`config.mk`:
```
export PLATFORM = sky130hd
export DESIGN_NAME = mem_load_queue_flat
export DESIGN_NICKNAME = d
export VERILOG_FILES = /design/src/rtl/mem_load_queue_if.sv /design/src/rtl/mem_load_queue.sv /design/src/flat_wrapper.sv
export SDC_FILE = /design/constraint.sdc
export NUM_CORES = 1
export LEC_CHECK = 0
export BUFFER_PORTS_ARGS = -buffer_cell sky130_fd_sc_hd__buf_2
export CAP_MARGIN = 20
export CORE_MARGIN = 2
export CORE_UTILIZATION = 40
export DETAILED_ROUTE_END_ITERATION = 10
export PLACE_DENSITY = 0.6
export SKIP_CTS_REPAIR_TIMING = 1
export SYNTH_ARGS = -nofsm -noshare
export SYNTH_HDL_FRONTEND = slang
export SYNTH_SLANG_ARGS = --single-unit
export TNS_END_PERCENT = 30
```
`constraint.sdc`:
```
create_clock -name clk -period 6.5 [get_ports clk]
set_input_delay 1.3 -clock clk [delete_from_list [all_inputs] [get_ports clk]]
set_output_delay 1.3 -clock clk [all_outputs]
set_load 0.01 [all_outputs]
```
`src/rtl/mem_load_queue_if.sv`:
```
`default_nettype none
// +----------------------------------------------------------------------------+
// | mem_load_queue_if                                                          |
// | MEM0 / dcache / WR side signals of the memory-stage load queue.            |
// | Rev 1.0                                                                    |
// +----------------------------------------------------------------------------+
interface mem_load_queue_if #(
  parameter int CNT_W = 3
) ();
  logic             flush;
  logic             in_valid;
  logic             in_ready;
  logic [2:0]       in_op;
  logic [1:0]       in_off;
  logic [4:0]       in_wreg;
  logic             in_wen;
  logic [31:0]      in_alu;
  logic [31:0]      in_rf;
  logic [31:0]      in_pc;
  logic             dc_data_ok;
  logic [31:0]      dc_rdata;
  logic             out_valid;
  logic             out_ready;
  logic [31:0]      out_pc;
  logic [4:0]       out_wreg;
  logic [31:0]      out_wdata;
  logic [3:0]       out_wmask;
  logic             fwd_busy;
  logic [CNT_W-1:0] count;
  logic             spurious;

  modport slave (
    input  flush, in_valid, in_op, in_off, in_wreg, in_wen, in_alu, in_rf, in_pc,
           dc_data_ok, dc_rdata, out_ready,
    output in_ready, out_valid, out_pc, out_wreg, out_wdata, out_wmask,
           fwd_busy, count, spurious
  );

  modport master (
    output flush, in_valid, in_op, in_off, in_wreg, in_wen, in_alu, in_rf, in_pc,
           dc_data_ok, dc_rdata, out_ready,
    input  in_ready, out_valid, out_pc, out_wreg, out_wdata, out_wmask,
           fwd_busy, count, spurious
  );
endinterface
`default_nettype wire

```
`src/rtl/mem_load_queue.sv`:
```
`default_nettype none
// +----------------------------------------------------------------------------+
// | mem_load_queue                                                             |
// | In-order multi-entry MEM stage: tracks outstanding dcache loads, aligns    |
// | responses, retires to WR. Optional macro MEM_RESP_BYPASS_EN gives          |
// | zero-latency head fill.                                                    |
// | Rev 1.0                                                                    |
// +----------------------------------------------------------------------------+
module mem_load_queue #(
  parameter int DEPTH = 4,
  parameter int CNT_W = $clog2(DEPTH + 1)
) (
  input  logic            clk,
  input  logic            reset,
  mem_load_queue_if.slave q
);
  localparam int PW = (DEPTH > 1) ? $clog2(DEPTH) : 1;

  localparam logic [2:0] c_OP_LB  = 3'd1;
  localparam logic [2:0] c_OP_LBU = 3'd2;
  localparam logic [2:0] c_OP_LH  = 3'd3;
  localparam logic [2:0] c_OP_LHU = 3'd4;
  localparam logic [2:0] c_OP_LWL = 3'd6;
  localparam logic [2:0] c_OP_LWR = 3'd7;

  logic [2:0]  op_q     [DEPTH];
  logic [1:0]  off_q    [DEPTH];
  logic [4:0]  wreg_q   [DEPTH];
  logic        wen_q    [DEPTH];
  logic [31:0] rf_q     [DEPTH];
  logic [31:0] pc_q     [DEPTH];
  logic [31:0] result_q [DEPTH];
  logic [3:0]  mask_q   [DEPTH];
  logic        done_q   [DEPTH];

  logic [PW-1:0]    head_q, head_d, tail_q, tail_d;
  logic [CNT_W-1:0] count_q, count_d, drop_q, drop_d;
  logic             spur_q, spur_d;

  logic [CNT_W-1:0] w_pending;
  logic [PW-1:0]    w_resp;
  logic             w_has_pend, w_drop_hit, w_consume, w_fill, w_byp;
  logic             w_push, w_pop, w_out_valid, w_in_ready;
  logic [35:0]      w_aligned;

  // Returns {mask, data} for one load response.
  function automatic logic [35:0] align(input logic [2:0] op, input logic [1:0] off,
                                        input logic [31:0] rd, input logic [31:0] rf,
                                        input logic wen);
    logic [7:0]  b;
    logic [15:0] h;
    logic [31:0] d;
    logic [3:0]  m;
    b = rd[{off, 3'b000} +: 8];
    h = off[1] ? rd[31:16] : rd[15:0];
    d = rd;
    m = {4{wen}};
    case (op)
      c_OP_LB:  d = {{24{b[7]}}, b};
      c_OP_LBU: d = {24'b0, b};
      c_OP_LH:  d = {{16{h[15]}}, h};
      c_OP_LHU: d = {16'b0, h};
      c_OP_LWL: begin
        case (off)
          2'd3:    begin d = rd;                      m = 4'b1111; end
          2'd2:    begin d = {rd[23:0], rf[7:0]};     m = 4'b1110; end
          2'd1:    begin d = {rd[15:0], rf[15:0]};    m = 4'b1100; end
          default: begin d = {rd[7:0], rf[23:0]};     m = 4'b1000; end
        endcase
      end
      c_OP_LWR: begin
        case (off)
          2'd0:    begin d = rd;                      m = 4'b1111; end
          2'd1:    begin d = {8'b0, rd[31:8]};        m = 4'b0111; end
          2'd2:    begin d = {16'b0, rd[31:16]};      m = 4'b0011; end
          default: begin d = {24'b0, rd[31:24]};      m = 4'b0001; end
        endcase
      end
      default:  d = rd;
    endcase
    return {m, d};
  endfunction

  // Responses arrive in order, so the oldest undone entry is always the one being answered.
  always_comb begin
    w_pending = '0;
    w_resp    = head_q;
    for (int k = DEPTH - 1; k >= 0; k--) begin
      if ((CNT_W'(k) < count_q) && !done_q[head_q + PW'(k)]) begin
        w_pending = w_pending + CNT_W'(1);
        w_resp    = head_q + PW'(k);
      end
    end
  end

  assign w_has_pend = (w_pending != '0);
  assign w_drop_hit = q.dc_data_ok && (drop_q != '0);
  assign w_consume  = q.dc_data_ok && ((drop_q != '0) || w_has_pend);
  assign w_fill     = q.dc_data_ok && (drop_q == '0) && w_has_pend && !q.flush;
  assign w_aligned  = align(op_q[w_resp], off_q[w_resp], q.dc_rdata, rf_q[w_resp], wen_q[w_resp]);

`ifdef MEM_RESP_BYPASS_EN
  assign w_byp = w_fill && (w_resp == head_q);
`else
  assign w_byp = 1'b0;
`endif

  assign w_out_valid = ((count_q != '0) && done_q[head_q]) || w_byp;
  assign w_in_ready  = (count_q < CNT_W'(DEPTH)) && (drop_q == '0);
  assign w_pop       = w_out_valid && q.out_ready;
  assign w_push      = q.in_valid && w_in_ready && !q.flush;

  always_comb begin
    head_d  = head_q;
    tail_d  = tail_q;
    count_d = count_q + CNT_W'(w_push) - CNT_W'(w_pop);
    drop_d  = drop_q - CNT_W'(w_drop_hit);
    spur_d  = spur_q | (q.dc_data_ok && (drop_q == '0) && !w_has_pend);
    if (w_pop)  head_d = head_q + PW'(1);
    if (w_push) tail_d = tail_q + PW'(1);
    if (q.flush) begin
      head_d  = tail_q;
      count_d = '0;
      drop_d  = drop_q + w_pending - CNT_W'(w_consume);
    end
  end

  always_ff @(posedge clk) begin
    if (reset) begin
      head_q  <= '0;
      tail_q  <= '0;
      count_q <= '0;
      drop_q  <= '0;
      spur_q  <= 1'b0;
      for (int i = 0; i < DEPTH; i++) begin
        op_q[i]     <= '0;
        off_q[i]    <= '0;
        wreg_q[i]   <= '0;
        wen_q[i]    <= 1'b0;
        rf_q[i]     <= '0;
        pc_q[i]     <= '0;
        result_q[i] <= '0;
        mask_q[i]   <= '0;
        done_q[i]   <= 1'b0;
      end
    end else begin
      head_q  <= head_d;
      tail_q  <= tail_d;
      count_q <= count_d;
      drop_q  <= drop_d;
      spur_q  <= spur_d;
      // A bypassed head that retires this cycle never needs its slot written.
      if (w_fill && !(w_byp && w_pop)) begin
        result_q[w_resp] <= w_aligned[31:0];
        mask_q[w_resp]   <= w_aligned[35:32];
        done_q[w_resp]   <= 1'b1;
      end
      if (w_push) begin
        op_q[tail_q]     <= q.in_op;
        off_q[tail_q]    <= q.in_off;
        wreg_q[tail_q]   <= q.in_wreg;
        wen_q[tail_q]    <= q.in_wen;
        rf_q[tail_q]     <= q.in_rf;
        pc_q[tail_q]     <= q.in_pc;
        result_q[tail_q] <= q.in_alu;
        mask_q[tail_q]   <= {4{q.in_wen}};
        done_q[tail_q]   <= (q.in_op == 3'd0);
      end
    end
  end

  assign q.in_ready  = w_in_ready;
  assign q.out_valid = w_out_valid;
  assign q.out_pc    = pc_q[head_q];
  assign q.out_wreg  = wreg_q[head_q];
  assign q.out_wdata = w_byp ? w_aligned[31:0]  : result_q[head_q];
  assign q.out_wmask = w_byp ? w_aligned[35:32] : mask_q[head_q];
  assign q.fwd_busy  = w_has_pend;
  assign q.count     = count_q;
  assign q.spurious  = spur_q;
endmodule
`default_nettype wire

```
`src/flat_wrapper.sv`:
```
// flat-port wrapper written by rule: the top's interface ports become plain ports
module mem_load_queue_flat 
#(
  parameter int DEPTH = 4,
  parameter int CNT_W = $clog2(DEPTH + 1)
)
  (clk, reset, q_flush, q_in_valid, q_in_op, q_in_off, q_in_wreg, q_in_wen, q_in_alu, q_in_rf, q_in_pc, q_dc_data_ok, q_dc_rdata, q_out_ready, q_in_ready, q_out_valid, q_out_pc, q_out_wreg, q_out_wdata, q_out_wmask, q_fwd_busy, q_count, q_spurious);
  mem_load_queue_if #(.CNT_W(CNT_W)) q_i ();
  input  logic clk;
  input  logic reset;
  input wire logic [$bits(q_i.flush)-1:0] q_flush;
  input wire logic [$bits(q_i.in_valid)-1:0] q_in_valid;
  input wire logic [$bits(q_i.in_op)-1:0] q_in_op;
  input wire logic [$bits(q_i.in_off)-1:0] q_in_off;
  input wire logic [$bits(q_i.in_wreg)-1:0] q_in_wreg;
  input wire logic [$bits(q_i.in_wen)-1:0] q_in_wen;
  input wire logic [$bits(q_i.in_alu)-1:0] q_in_alu;
  input wire logic [$bits(q_i.in_rf)-1:0] q_in_rf;
  input wire logic [$bits(q_i.in_pc)-1:0] q_in_pc;
  input wire logic [$bits(q_i.dc_data_ok)-1:0] q_dc_data_ok;
  input wire logic [$bits(q_i.dc_rdata)-1:0] q_dc_rdata;
  input wire logic [$bits(q_i.out_ready)-1:0] q_out_ready;
  output wire logic [$bits(q_i.in_ready)-1:0] q_in_ready;
  output wire logic [$bits(q_i.out_valid)-1:0] q_out_valid;
  output wire logic [$bits(q_i.out_pc)-1:0] q_out_pc;
  output wire logic [$bits(q_i.out_wreg)-1:0] q_out_wreg;
  output wire logic [$bits(q_i.out_wdata)-1:0] q_out_wdata;
  output wire logic [$bits(q_i.out_wmask)-1:0] q_out_wmask;
  output wire logic [$bits(q_i.fwd_busy)-1:0] q_fwd_busy;
  output wire logic [$bits(q_i.count)-1:0] q_count;
  output wire logic [$bits(q_i.spurious)-1:0] q_spurious;
  assign q_i.flush = q_flush;
  assign q_i.in_valid = q_in_valid;
  assign q_i.in_op = q_in_op;
  assign q_i.in_off = q_in_off;
  assign q_i.in_wreg = q_in_wreg;
  assign q_i.in_wen = q_in_wen;
  assign q_i.in_alu = q_in_alu;
  assign q_i.in_rf = q_in_rf;
  assign q_i.in_pc = q_in_pc;
  assign q_i.dc_data_ok = q_dc_data_ok;
  assign q_i.dc_rdata = q_dc_rdata;
  assign q_i.out_ready = q_out_ready;
  assign q_in_ready = q_i.in_ready;
  assign q_out_valid = q_i.out_valid;
  assign q_out_pc = q_i.out_pc;
  assign q_out_wreg = q_i.out_wreg;
  assign q_out_wdata = q_i.out_wdata;
  assign q_out_wmask = q_i.out_wmask;
  assign q_fwd_busy = q_i.fwd_busy;
  assign q_count = q_i.count;
  assign q_spurious = q_i.spurious;
  mem_load_queue #(.DEPTH(DEPTH), .CNT_W(CNT_W)) u_core (.clk(clk), .reset(reset), .q(q_i));
endmodule
```
==> run summary <==
status - finished clean
Tcrit/Tclk final - 85.91%
Hold Path Stages - 2
P&R area growth vs syn - 14.83%
FF/Latch Area - 12760 µm²
# IOs - 225
pwr dens - 302.5 nW/µm²
critical path data required time - 6.78 ns
DP HPWL - 44.73 mm
reg-to-reg endpoint - u_core.result_q[1][28]
number of global-route vias before repair - 16.46k
final hold violations - 0
CTS tree - done
fmax - 0.1791 GHz
Slew Limit Headroom - 25.40%
setup TNS - 0 ns
Int Pwr - 5.434 mW
YS warnings - 0
CTS buffer count - 46
Post-synth EDFFs - 416
GRT Util Overall - 23.22%
Multi-input gate area - 9400 µm²
clk slew on worst S/H paths - 0.06 ns
CP Class - reg2reg
sequential power share - 42.4%
ys async rst share - 0%
Die ar. - 58900 µm²
DRC viols - 0
#FFs+latches synth - 429
Syn Std Cell Area - 22790 µm²
Routed WL - 69.30 mm
post-synth top area cell - edfxtp_1
worst clock skew - 0.02084 ns
Final nets - 2185
worst slack at placement - 0.9682 ns
clock latency on the worst-skew pair - 0.59 ns
Root Driver - clkbuf_16
sequential area share after synthesis - 55.95%
Post-Synthesis Cells - 1856
initial core utilization - 40.42%
Via density - 5.829
Net Sw Frac - 31.35%
first-pass GRT wire length - 104.2 mm
die height - 242.7 µm
synth top area cells - edfxtp_1 55%, and2_1 7.8%, mux4_2 7.4%, nand2_1 3.8%, o21ai_0 2.0%
critical path peak fanout - 26
Filler cells - 5232
Syn Nets - 2019
Final Setup Violations - 0
row count - 87
combinational group share of total power - 24.9%
Vias - 16.52k
Die Wd - 242.7 µm
CORE AREA - 56390 µm²
CTS Buffer Depth - 3
initial antenna violation count - 24
overflow left after global routing - 0
Leak - 9.594 nW
clock power share - 32.7%
clock sink count - 429
NetSw - 2.482 mW
library cells used by synthesis - 97
startpoint types - register
r2r setup slk - 0.92 ns
Reg2Reg Depth - 11
most instantiated library cell after synthesis - edfxtp_1
VDD IR max - 218.5 µV
fraction of layout cells with a size suffix above 1 - 22.73%
Least-Margin Pin Slew - 1.116 ns
RePlAce Congestion - 0.9137
H-tree levels - 2
synth cell count leaders - 416 x edfxtp_1, 284 x and2_1, 230 x nand2_1
PortBufs - 216
largest net degree at the start of global routing - 72
ys flop type - edfxtp_1
Core Util, Final - 46.41%
CP Data Arrival Time - 5.87 ns
RSZ-0062 raised after global routing - no
Hold Path Sink - u_core.q.spurious
Min-Delay Path Class - reg2reg
Final ANT Viol Nets - 0
first-pass iteration count of the detailed router - 8
Pins Over Slew Limit - 0
hold_sp - u_core.q.spurious
DR WL/cell - 24.45 µm
Max Cap Viol - 0
Tot Pwr - 7.916 mW
fin crit period - 5.584 ns
Syn Area/Cell - 12.28 µm²
fin worst setup slack - 0.9161 ns
crit path capture type - register
Initial DRC Count - 1611
share of the synthesized area in the top cell type - 54.81%
## worst max-delay path, cell delays in order, from the launching register on
cell and delay, ns:
dfxtp_4 0.57, mux4_2 0.42, a21oi_2 0.49, a2111oi_0 0.18, or2_2 0.33, nor3_1 0.69
mux2_2 0.72, mux2_2 0.42, nand2b_1 0.19, o211a_2 0.24, a211oi_1 0.84, o21ai_0 0.18
## layout by cell type, fill, tap and decap left out, types with 17 or more instances in the layout
| cell type | instances |
|---|---|
| edfxtp_1 | 416 |
| and2_1 | 284 |
| nand2_1 | 230 |
| buf_2 | 216 |
| o21ai_0 | 92 |
| mux4_2 | 75 |
| clkbuf_16 | 46 |
| a21oi_1 | 42 |
| a32o_1 | 41 |
| nand3_1 | 40 |
| nor2_1 | 38 |
| buf_4 | 36 |
| a22o_1 | 29 |
| inv_1 | 28 |
| nor3_1 | 26 |
| a211oi_1 | 24 |
| and3_1 | 24 |
| mux2i_1 | 20 |
| diode_2 | 19 |
| a31oi_1 | 17 |
## state kept, by name, summed over array words and instances, names as in the netlist, named ones only
signal and count:
u_core.done_q 4, u_core.q.count 3, u_core.pc_q 128, u_core.tail_q 2, u_core.wen_q 4, u_core.drop_q 3
u_core.head_q 2, u_core.mask_q 16, u_core.result_q 128, u_core.q.spurious 1, u_core.op_q 12, u_core.rf_q 96
u_core.wreg_q 20, u_core.off_q 8
## through the flow
step	hold WS (ns)	cells	instance area, µm²
floorplan	0.4986	1856	22800
global placement	0.4441	2729	24650
detailed placement	0.4650	2730	24660
CTS	0.4792	2815	26120
global route	0.5163	2822	26140
finish	0.4777	2834	26170
## per-layer routing
metal | part of all wire, % | GRT usage, % | wire length [µm] | vias up
met1 | 43 | 32.10 | 29470 | 8276
met2 | 47 | 37.09 | 32350 | 649
met5 | 0.22 | 0 | 150 | -
met3 | 8.0 | 4.489 | 5555 | 132
li1 | - | - | - | 7439
met4 | 2.6 | 7.236 | 1772 | 24
## final cells by class
type	instances	area share (%)
sequential	429	48.75
multi-input combinational	1259	35.92
timing repair buffer	257	5.512
clock buffer	56	4.542
tap	756	3.614
clock inverter	29	1.061
inverter	29	0.4159
antenna	19	0.1817
## power groups by stage
stage	registers, mW	clock network (mW)	logic [mW]
floorplan	3.38	0	1.26
CTS	3.36	2.63	1.96
detailed placement	3.42	0	1.95
global placement	3.40	0	1.92
global route	3.38	2.72	2.12
finish	3.36	2.59	1.97
## worst max path at each step
stage	startpoint	endpoint	slack (ns)	cells after the start
2_1_floorplan	u_core.q.count[1]	u_core.done_q[3]	1.35	13
3_3_place_gp	register	u_core.result_q[0][29]	1.09	11
3_5_place_dp	register	u_core.result_q[1][29]	0.97	11
4_1_cts	register	u_core.result_q[1][29]	0.97	11
5_1_grt	register	u_core.result_q[1][29]	0.60	11
6_report	register	u_core.result_q[1][28]	0.92	11
## logic make-up after synthesis
logic type	Yosys count	synth area share, %
and+or+nand+nor	721	16.94
buffers and inverters	168	3.113
DFF	429	55.95
AOI/OAI and AO/OA	396	13.24
xor gates and xnor gates	14	0.5380
muxes	110	9.168
adders and majority gates	18	1.054
Note: power is estimated with default switching activity, not from simulation.
